`src/rtl/c7bifu_brctl_pkg.sv`:
```
// Shared IFU defines for the branch redirect controller: FSM encodings and default fetch depth.
package c7bifu_brctl_pkg;

    localparam int BRCTL_MAX_OUTST = 4;

    typedef enum logic [1:0] {
        BRCTL_IDLE  = 2'd0,
        BRCTL_REDIR = 2'd1,
        BRCTL_DRAIN = 2'd2
    } brctl_state_t;

endpackage

```
`src/rtl/c7bifu_outst_cnt.sv`:
```
// Bounded up/down counter with parallel load; saturates at 0 and MAX on illegal moves.
// Latency: cnt updates one cycle after inc/dec/load; cnt_nxt and allow are combinational.
// Backpressure: allow drops when the counter is full unless a decrement frees a slot this cycle.
module c7bifu_outst_cnt
    import c7bifu_brctl_pkg::*;
#(
    parameter int MAX = BRCTL_MAX_OUTST,
    parameter int W   = 3
) (
    input  logic         clk,
    input  logic         rst_n,
    input  logic         inc,
    input  logic         dec,
    input  logic         load,
    input  logic [W-1:0] load_val,
    output logic [W-1:0] cnt,
    output logic [W-1:0] cnt_nxt,
    output logic         allow
);

    localparam logic [W-1:0] MAX_V = W'(MAX);

    always_comb begin
        cnt_nxt = cnt;
        if (load) begin
            cnt_nxt = load_val;
        end else if (inc && !dec) begin
            cnt_nxt = (cnt == MAX_V) ? cnt : cnt + 1'b1;
        end else if (dec && !inc) begin
            cnt_nxt = (cnt == '0) ? cnt : cnt - 1'b1;
        end
    end

    assign allow = (cnt < MAX_V) | dec;

    always_ff @(posedge clk or negedge rst_n) begin
        if (!rst_n) begin
            cnt <= '0;
        end else begin
            cnt <= cnt_nxt;
        end
    end

`ifndef SYNTHESIS
    always_ff @(posedge clk) begin
        if (rst_n && !load) begin
            assert (!(inc && !dec && cnt == MAX_V))
                else $error("c7bifu_outst_cnt: increment past bound %0d", MAX);
            assert (!(dec && !inc && cnt == '0))
                else $error("c7bifu_outst_cnt: decrement below zero");
        end
    end
`endif

endmodule

```
`src/rtl/c7bifu_brctl.sv`:
```
// Early-redirect controller: computes direct branch targets, redirects fetch and drops wrong-path responses.
// Latency: redir_valid rises the cycle after the decode handshake; rsp_drop is same-cycle combinational.
// Backpressure: dec_ready is low outside IDLE or during exu_flush; redir_pc holds until redir_ready.
// Build option C7BIFU_BRCTL_BTFN_EN enables static backward-taken/forward-not-taken prediction.
module c7bifu_brctl
    import c7bifu_brctl_pkg::*;
#(
    parameter int MAX_OUTST = BRCTL_MAX_OUTST,
    parameter int OUTST_W   = 3
) (
    input  logic        clk,
    input  logic        resetn,
    input  logic        dec_valid,
    output logic        dec_ready,
    input  logic [31:0] dec_pc,
    input  logic [31:0] dec_br_offs,
    input  logic        dec_is_br,
    input  logic        dec_is_cond,
    output logic        redir_valid,
    output logic [31:0] redir_pc,
    input  logic        redir_ready,
    input  logic        fe_req_fire,
    output logic        fe_req_allow,
    input  logic        fe_rsp_valid,
    output logic        rsp_drop,
    input  logic        exu_flush,
    output logic        busy
);

    brctl_state_t       state, state_nxt;
    logic [OUTST_W-1:0] outst, outst_nxt;
    logic [OUTST_W-1:0] drop_cnt, drop_cnt_nxt;
    logic               drop_load, drop_inc;
    logic               drop_allow_unused;
    logic               take, take_fire;
    logic [31:0]        target;

`ifdef C7BIFU_BRCTL_BTFN_EN
    assign take = dec_is_br & (~dec_is_cond | dec_br_offs[31]);
`else
    assign take = dec_is_br & ~dec_is_cond;
`endif

    assign target    = dec_pc + dec_br_offs;
    assign take_fire = (state == BRCTL_IDLE) & dec_valid & take & ~exu_flush;

    c7bifu_outst_cnt #(.MAX(MAX_OUTST), .W(OUTST_W)) u_outst (
        .clk      (clk),
        .rst_n    (resetn),
        .inc      (fe_req_fire),
        .dec      (fe_rsp_valid),
        .load     (1'b0),
        .load_val ('0),
        .cnt      (outst),
        .cnt_nxt  (outst_nxt),
        .allow    (fe_req_allow)
    );

    // Wrong-path accounting: snapshot of in-flight fetches, grown by fires issued before the redirect lands.
    c7bifu_outst_cnt #(.MAX(MAX_OUTST), .W(OUTST_W)) u_drop (
        .clk      (clk),
        .rst_n    (resetn),
        .inc      (drop_inc),
        .dec      (rsp_drop),
        .load     (drop_load),
        .load_val (outst_nxt),
        .cnt      (drop_cnt),
        .cnt_nxt  (drop_cnt_nxt),
        .allow    (drop_allow_unused)
    );

    assign rsp_drop    = fe_rsp_valid & (state != BRCTL_IDLE) & (drop_cnt != '0);
    assign redir_valid = (state == BRCTL_REDIR);
    assign busy        = (state != BRCTL_IDLE);
    assign dec_ready   = (state == BRCTL_IDLE) & ~exu_flush;
    assign drop_load   = exu_flush | take_fire;
    assign drop_inc    = fe_req_fire & (state == BRCTL_REDIR);

    always_comb begin
        state_nxt = state;
        if (exu_flush) begin
            state_nxt = (outst_nxt != '0) ? BRCTL_DRAIN : BRCTL_IDLE;
        end else begin
            case (state)
                BRCTL_IDLE: begin
                    if (dec_valid && take) state_nxt = BRCTL_REDIR;
                end
                BRCTL_REDIR: begin
                    if (redir_ready)
                        state_nxt = (drop_cnt_nxt != '0) ? BRCTL_DRAIN : BRCTL_IDLE;
                end
                BRCTL_DRAIN: begin
                    if (drop_cnt_nxt == '0) state_nxt = BRCTL_IDLE;
                end
                default: state_nxt = BRCTL_IDLE;
            endcase
        end
    end

    always_ff @(posedge clk or negedge resetn) begin
        if (!resetn) begin
            state    <= BRCTL_IDLE;
            redir_pc <= '0;
        end else begin
            state <= state_nxt;
            if (take_fire) redir_pc <= target;
        end
    end

endmodule

```
`config.mk`:
```
export PLATFORM = sky130hd
export DESIGN_NAME = c7bifu_brctl
export DESIGN_NICKNAME = d
export VERILOG_FILES = /design/src/rtl/c7bifu_brctl_pkg.sv /design/src/rtl/c7bifu_outst_cnt.sv /design/src/rtl/c7bifu_brctl.sv
export SDC_FILE = /design/constraint.sdc
export NUM_CORES = 1
export LEC_CHECK = 0
export ABC_AREA = 0
export CAP_MARGIN = 0
export CORE_ASPECT_RATIO = 1.1
export CORE_MARGIN = 2
export CORE_UTILIZATION = 53
export CTS_CLUSTER_DIAMETER = 200
export CTS_CLUSTER_SIZE = 20
export DETAILED_ROUTE_END_ITERATION = 10
export PLACE_DENSITY = 0.88
export SLEW_MARGIN = 20
export SYNTH_ARGS = -nofsm -noshare
export SYNTH_HDL_FRONTEND = slang
export SYNTH_SLANG_ARGS = --single-unit
```
`constraint.sdc`:
```
create_clock -name clk -period 4.05 [get_ports clk]
set_input_delay 1.0125 -clock clk [delete_from_list [all_inputs] [get_ports clk]]
set_output_delay 1.0125 -clock clk [all_outputs]
set_load 0.005 [all_outputs]
```
==> results of run 1 <==
## cells in the mapped netlist, drive strengths merged (10+ instances only)
cell,instances
nand2,68
o21ai,45
dfrtp,40
a21oi,39
ha,37
nor2,28
xor2,18
xnor2,16
clkbuf,14
inv,12
a21o,10
buf,10
nor2b,10
## power groups by stage
stage / logic, mW / clock network (mW) / registers [mW]
6_report: 1.17 / 0.330 / 0.678
5_1_grt: 1.28 / 0.352 / 0.698
4_1_cts: 1.17 / 0.335 / 0.677
3_5_place_dp: 1.15 / 0 / 0.683
3_3_place_gp: 1.11 / 0 / 0.679
2_1_floorplan: 0.656 / 0 / 0.660
## stage by stage
stage | instances | setup WS [ps] | hold WS [ps]
finish | 637 | 615 | 484
global route | 637 | 501 | 511
CTS | 637 | 630 | 482
detailed placement | 629 | 430 | 461
global placement | 629 | 519 | 452
floorplan | 457 | 1060 | 463
## worst max-delay path, stage by stage
cell and delay (ps):
clkdlybuf4s50_1 630, nand2_1 170, nor2_1 110, clkdlybuf4s50_1 500
## flip-flops by register name (all words and copies together), names as in the netlist
name	cells
state	2
redir_pc	32
u_drop.cnt	3
u_outst.cnt	3
## final timing paths
path,from,endpoint,slack [ps],depth (start not counted)
setup reg to reg,u_drop.cnt[1],state[1],1730,9
max in group asynchronous,resetn,redir_pc[0],2620,1
min in group asynchronous,resetn,redir_pc[14],850,1
hold reg to reg,redir_pc[10],redir_pc[10],480,2
setup / recovery,fe_rsp_valid,rsp_drop,620,4
hold / removal,redir_pc[10],redir_pc[10],480,2
## kinds of logic after synthesis
family	share of synthesized area
xor gates and xnor gates	0.0787
DFF	0.264
AOI/OAI and AO/OA	0.275
buffers and inverters	0.0413
adders and majority gates	0.131
and+or+nand+nor	0.193
muxes	0.0169
## final cells by class
class / instances / share of cell area
clock inverter: 3 / 0.00852
sequential: 40 / 0.200
inverter: 12 / 0.00902
tap: 85 / 0.0213
multi-input combinational: 381 / 0.527
timing repair buffer: 111 / 0.220
clock buffer: 5 / 0.0138
## cells in the final DEF (no fill, tap or decap), types with 9 or more instances in the layout
cell             Yosys  final
a21o_1              10     10
a21oi_1             38     38
o21ai_0             33     33
o21ai_1             11     11
inv_1               12     12
nand2_1             65     64
nor2_1              28     28
xor2_1              18     18
nand4_1              9      9
nor2b_1             10     10
ha_1                37     37
xnor2_1             16     16
clkdlybuf4s50_1      0    108
dfrtp_1             40     40
## metal layers
layer / GRT usage / wire (um) / up-vias
met3: 0.0169 / 563 / 28
met4: 0.0873 / 291 / 0
met2: 0.463 / 5190 / 169
met1: 0.332 / 4120 / 1810
li1: - / - / 1835
met5: 0 / 0 / -
==> impl_metrics.yaml, run 1 <==
global_routing:
  grt_pass1_vias: 3731
  grt_overflow: 0
  grt_usage: 0.259
  grt_max_degree: 41
  grt_pass1_wl_um: 16900
  antenna_found_initial: 0
placed_design:
  gp_congestion: 0.970
  dp_hpwl_um: 8000
  numPortBuffers: 109
  dpl_cell_area_mm2: 0.00488
clock_tree:
  cts_root_buf: "clkbuf_8"
  cts_sinks: 40
  cts_buffer_depth: 2
  post_cts_resized: 0
  hold_buffers: 0
  post_cts_buffers: 0
  insertion_delay_ps: 290
  clkTransAtPathRegs_ps: 70
  h-tree-depth: 2
  cts_tree: "done"
  cts-buffers-inserted: 5
pwr:
  clockPowerShare: 0.152
  switchingPower_uw: 811
  p_int_mw: 1.37
  p_leak_nw: 2.10
  p_comb_frac: 0.537
  switching_share: 0.373
  total_power_mw: 2.18
  p_per_area_mw_per_mm2: 436
  seq_power_share: 0.311
  ir_drop_mv: 0.301
drt:
  antenna_left: 0
  vias: 3842
  drt_iter0_drc: 239
  first_pass_iters: 4
  vias_per_cell: 6.03
  wl_um: 10200
  routedWlPerCell_um: 16.0
  drcViolationCount: 0
floorplanning:
  rows: 32
  die_h_um: 92.6
  die_w_um: 84.6
  dieArea_mm2: 0.00783
  num_io_pins: 110
  start_util: 0.543
  core_area_mm2: 0.00697
cells_and_area:
  n_antenna_cell: 0
  drive_above_1_share: 0.0707
  nFillCells: 552
  nNetsFinal: 662
  syn_to_final_growth_pct: 32.0
  final_area_mm2: 0.00499
  multiInputGateArea_mm2: 0.00263
  layout.area.seq_mm2: 0.00100
  fin_util: 0.717
synth:
  yosysTopAreaCellShare: 0.264
  avgSynthCellArea_um2: 8.28
  netlist_area_mm2: 0.00378
  synth-seq-area-share: 0.264
  synth_top_flop_cell: "dfrtp_1"
  yosysTopAreaCell: "dfrtp_1"
  async_flop_share: 1.00
  post_synth_inst_count: 457
  synth.ff_latch_count: 40
  synth_warnings: 0
  synth-edff-count: 0
  yosysUniqueCellTypes: 68
  syn-num-nets: 568
  yosys-top-cells-area: "dfrtp_1, ha_1, nand2_1, a21oi_1, o21ai_0"
sta:
  setup_viol_count_final: 0
  rsz0062_at_grt: "no"
  worst_slew_pin_slew_ps: 926
  fmax_mhz: 291
  drv_slew: 0
  maxSlewHeadroom: 0.383
  clock_skew_ps: 6.23
  setup_tns_ps: 0
  period_share: 0.848
  fin_crit_ps: 3430
  finalHoldViolations: 0
flow_run:
  drv_cap: 0
outcome:
  status: "finished clean"
worst_hold_path:
  min_path_type: "flop to flop"
critical_path:
  worstPathMaxFanout: 10
  critical_path_required_ps: 3040
  worstSetupEndpointType: "output port"
  critPathKind: "input pin to output port"
  start_kind: "input pin"
  critical_path_arrival_ps: 2420
No activity file was read; power rests on OpenSTA's default activity.
==> run 2: changes to the inputs <==
--- a/config.mk
+++ b/config.mk
@@ -9,11 +9,11 @@
 export CAP_MARGIN = 0
 export CORE_ASPECT_RATIO = 1.1
 export CORE_MARGIN = 2
-export CORE_UTILIZATION = 53
+export CORE_UTILIZATION = 49
 export CTS_CLUSTER_DIAMETER = 200
 export CTS_CLUSTER_SIZE = 20
 export DETAILED_ROUTE_END_ITERATION = 10
-export PLACE_DENSITY = 0.88
+export PLACE_DENSITY = 0.82
 export SLEW_MARGIN = 20
 export SYNTH_ARGS = -nofsm -noshare
 export SYNTH_HDL_FRONTEND = slang
==> constraint.sdc (replaced) <==
create_clock -name clk -period 3.47 [get_ports clk]
set_input_delay 0.8675 -clock clk [delete_from_list [all_inputs] [get_ports clk]]
set_output_delay 0.8675 -clock clk [all_outputs]
set_load 0.005 [all_outputs]
==> impl_metrics.yaml, run 2 (same netlist as run 1, synthesis figures left out) <==
placed_design:
  dp_hpwl_um: 8090
  dpl_cell_area_mm2: 0.00494
  placed_cells: 651
  pre_cts_ws_ps: 25.0
  numPortBuffers: 109
  gp_congestion: 0.970
sta:
  setup_viol_count_final: 0
  setup_tns_ps: 0
  clock_skew_ps: 7.89
  drv_slew: 0
  rsz0062_at_grt: "no"
  fin_crit_ps: 3150
  period_share: 0.906
  worst_slew_pin_slew_ps: 952
  maxSlewHeadroom: 0.365
  fin_ws_ps: 325
  fmax_mhz: 318
  finalHoldViolations: 0
  whs_ps: 467
cells_and_area:
  nNetsFinal: 664
  mostFrequentLayoutCell: "clkdlybuf4s50_1"
  fin_util: 0.678
  final_area_mm2: 0.00506
  reg_top3: "redir_pc x32, u_drop.cnt x3, u_outst.cnt x3"
  regMostFlops: "redir_pc"
  drive_above_1_share: 0.0723
  n_antenna_cell: 0
  layout.cells.most_common_list: "clkdlybuf4s50_1, nand2_1, dfrtp_1, a21oi_1, ha_1"
  syn_to_final_growth_pct: 33.8
  layoutNonFillerInstCount: 658
  largest_register_ff_count: 32
floorplanning:
  die_h_um: 96.2
  rows: 33
  num_io_pins: 110
  die_w_um: 87.8
  start_util: 0.506
  core_area_mm2: 0.00747
  dieArea_mm2: 0.00844
critical_path:
  slowest_stage: "clkdlybuf4s50_1"
  rrSetupSlack_ps: 1140
  worstRegToRegCells: 9
  worstPathMaxFanout: 5
  cpPeakStageDelay_ps: 400
  start_kind: "input pin"
  worstSetupEndpointType: "flop"
  cp_top_family: "compound AO/OA/AOI/OAI gates"
  critPathKind: "input pin to flop"
  critical_path_arrival_ps: 3330
  timing.rr.start: "u_drop.cnt[1]"
  critical_path_required_ps: 3650
  r2r_end: "state[1]"
  cp_num_buf_inv: 1
  worstPathCellList: "clkdlybuf4s50_1 -> ha_1 -> fa_1 -> a21o_1 -> a221o_2 -> nor3_2 -> o21bai_1 -> a31oi_2 -> o221ai_1 -> o31a_1"
drt:
  drt_iter0_drc: 184
  vias: 3717
  antenna_left: 0
  drcViolationCount: 0
  routedWlPerCell_um: 15.3
  vias_per_cell: 5.65
  first_pass_iters: 5
  wl_um: 10100
clock_tree:
  clkTransAtPathRegs_ps: 80
  h-tree-depth: 2
  insertion_delay_ps: 290
  post_cts_buffers: 0
  cts_root_buf: "clkbuf_8"
  cts_tree: "done"
  cts_sinks: 40
  hold_buffers: 0
  cts_buffer_depth: 2
  cts-buffers-inserted: 5
  post_cts_resized: 0
global_routing:
  grt_pass1_wl_um: 16300
  antenna_found_initial: 0
  grt_overflow: 0
  grt_busiest_layer: "met2"
  grt_pass1_vias: 3540
  met2_usage: 0.431
  gr-usage-met1: 0.314
  grt_usage: 0.241
  grt_max_degree: 41
  met3_usage: 0.0180
pwr:
  p_leak_nw: 2.12
  p_per_area_mw_per_mm2: 512
  ir_drop_mv: 0.262
  total_power_mw: 2.59
worst_hold_path:
  hold_depth: 2
  min_to: "redir_pc[6]"
  min_path_type: "flop to flop"
  hp-start: "redir_pc[6]"
outcome:
  status: "finished clean"
flow_run:
  drv_cap: 0
==> run 2: power by group <==
| part | total, mW | internal [mW] | switching [mW] |
|---|---|---|---|
| combinational | 1.35 | 0.726 | 0.628 |
| sequential | 0.788 | 0.656 | 0.132 |
| clock | 0.452 | 0.283 | 0.169 |
| total | 2.59 | 1.67 | 0.929 |
==> run 2: worst max path at each step <==
stage | startpoint | endpoint | slack (ps) | depth (start not counted)
after floorplan | dec_pc[0] | redir_pc[28] | 630 | 9
after global placement | dec_pc[0] | redir_pc[28] | 90 | 10
after detailed placement | dec_pc[0] | redir_pc[26] | 20 | 10
after CTS | dec_pc[0] | redir_pc[26] | 320 | 10
after global routing | dec_pc[0] | redir_pc[24] | 180 | 10
final | dec_pc[0] | redir_pc[28] | 320 | 10
==> run 2: per-layer routing <==
layer	wire (um)	vias up
met1	4370	1742
li1	-	1843
met5	0	-
met3	537	14
met2	5040	118
met4	115	0
==> run 2: worst register-to-register path, delay by kind of cell, from the launching register on <==
family,cells,cell delay (ps)
compound gates,3,630
buf+inv,1,150
simple gates,3,470
flops,1,420
fa+ha+maj,2,560
==> run 2: area by class of cell <==
| type | instances | area [um^2] |
|---|---|---|
| clock buffers | 5 | 68.8 |
| clock inverters | 2 | 60.1 |
| flip-flops and latches | 40 | 1000 |
| fillers | 621 | 2410 |
| repair buffers | 113 | 1130 |
| inverters | 12 | 45.0 |
| well taps | 105 | 131 |
| multi-input cells | 381 | 2630 |
==> run 3: changes to the inputs <==
--- a/config.mk
+++ b/config.mk
@@ -14,6 +14,7 @@
 export CTS_CLUSTER_SIZE = 20
 export DETAILED_ROUTE_END_ITERATION = 10
 export PLACE_DENSITY = 0.82
+export SETUP_SLACK_MARGIN = 0.4
 export SLEW_MARGIN = 20
 export SYNTH_ARGS = -nofsm -noshare
 export SYNTH_HDL_FRONTEND = slang
==> impl_metrics.yaml, run 3 (same netlist as run 1, synthesis figures left out) <==
drt:
  wl_um: 10200
  vias: 3759
  vias_per_cell: 5.70
  first_pass_iters: 5
  routedWlPerCell_um: 15.5
  drcViolationCount: 0
  drt_iter0_drc: 179
  antenna_left: 0
global_routing:
  grt_busiest_layer: "met2"
  grt_pass1_vias: 3554
  antenna_found_initial: 0
  met3_usage: 0.0206
  grt_max_degree: 41
  met2_usage: 0.436
  gr-usage-met1: 0.315
  grt_usage: 0.244
  grt_overflow: 0
  grt_pass1_wl_um: 16500
clock_tree:
  cts_buffer_depth: 2
  cts_sinks: 40
  clkTransAtPathRegs_ps: 80
  cts-buffers-inserted: 5
  insertion_delay_ps: 300
  cts_tree: "done"
  cts_root_buf: "clkbuf_8"
  h-tree-depth: 2
floorplanning:
  num_io_pins: 110
  die_h_um: 96.2
  start_util: 0.506
  dieArea_mm2: 0.00844
  die_w_um: 87.8
  core_area_mm2: 0.00747
  rows: 33
flow_run:
  drv_cap: 0
cells_and_area:
  n_antenna_cell: 0
  drive_above_1_share: 0.0901
  reg_top3: "redir_pc x32, u_drop.cnt x3, u_outst.cnt x3"
  syn_to_final_growth_pct: 36.0
  mostFrequentLayoutCell: "clkdlybuf4s50_1"
  fin_util: 0.689
  regMostFlops: "redir_pc"
  largest_register_ff_count: 32
  nFillCells: 602
  layout.cells.most_common_list: "clkdlybuf4s50_1, nand2_1, dfrtp_1, ha_1, a21oi_1"
  nNetsFinal: 666
sta:
  fin_ws_ps: 469
  finalHoldViolations: 0
  setup_tns_ps: 0
  setup_viol_count_final: 0
  clock_skew_ps: 15.0
  rsz0062_at_grt: "yes"
  drv_slew: 0
  maxSlewHeadroom: 0.363
  worst_slew_pin_slew_ps: 956
  fin_crit_ps: 3000
  fmax_mhz: 333
  period_share: 0.865
critical_path:
  worstSetupEndpointType: "flop"
  r2r_end: "state[1]"
  critPathKind: "input pin to flop"
  rrSetupSlack_ps: 1130
  worstPathMaxFanout: 3
  critical_path_required_ps: 3650
  timing.rr.start: "u_drop.cnt[1]"
  worstRegToRegCells: 9
  critical_path_arrival_ps: 3190
  start_kind: "input pin"
placed_design:
  pre_cts_ws_ps: 25.0
  dp_hpwl_um: 8090
  numPortBuffers: 109
  gp_congestion: 0.970
worst_hold_path:
  hold_depth: 2
  min_to: "redir_pc[6]"
  hp-start: "redir_pc[6]"
  min_path_type: "flop to flop"
pwr:
  p_per_area_mw_per_mm2: 510
  ir_drop_mv: 0.258
  p_leak_nw: 2.16
outcome:
  status: "finished clean"
## run 3: worst max-delay path by stage
stage / startpoint / endpoint / cells after the start
final: dec_pc[1] / redir_pc[14] / 10
after global routing: dec_pc[4] / redir_pc[9] / 9
after CTS: dec_pc[0] / redir_pc[24] / 10
after detailed placement: dec_pc[0] / redir_pc[26] / 10
after global placement: dec_pc[0] / redir_pc[28] / 10
after floorplan: dec_pc[0] / redir_pc[28] / 9
## run 3: layout make-up
cell class                 count  area [um^2]  share of cell area
timing repair buffer         115         1150               0.223
clock buffer                   5         68.8              0.0134
sequential                    40         1000               0.195
clock inverter                 2         60.1              0.0117
inverter                      12         45.0             0.00875
tap                          105          131              0.0255
multi-input combinational    381         2690               0.523
## run 3: power breakdown
part	internal, mW	leakage (nW)	switching (mW)	total (mW)
sequential	0.656	0.505	0.134	0.790
combinational	0.735	1.59	0.640	1.37
clock	0.283	0.0642	0.177	0.460
total	1.67	2.16	0.950	2.62
## run 3: routing by layer
layer | wire, um | up-vias
met3 | 506 | 17
met4 | 174 | 0
met5 | 0 | -
met2 | 5110 | 128
li1 | - | 1845
met1 | 4450 | 1769
## run 3: per-stage QoR
stage	std cells	hold WS, ps	total power [mW]	area, um^2
floorplan	457	463	1.54	3780
global placement	651	452	2.11	4940
detailed placement	651	456	2.15	4940
CTS	659	473	2.61	5090
global route	660	508	2.81	5150
finish	660	466	2.62	5150
## run 3: worst max-delay path, cell delays in order
cell	delay [ps]
clkdlybuf4s50_1	460
fa_2	410
a21o_1	180
a221o_2	390
nor3_4	230
buf_4	140
o21ba_2	160
o21ai_1	80
xnor2_1	190
o21ai_1	70
## run 3: repair_timing
item	in CTS	in global routing
gates resized for setup	5	12
buffers inserted	1	1
hold endpoints to repair	0	0
hold buffers	0	0
gates cloned	0	0
pin swaps	3	10
endpoints found under the setup margin	6	9
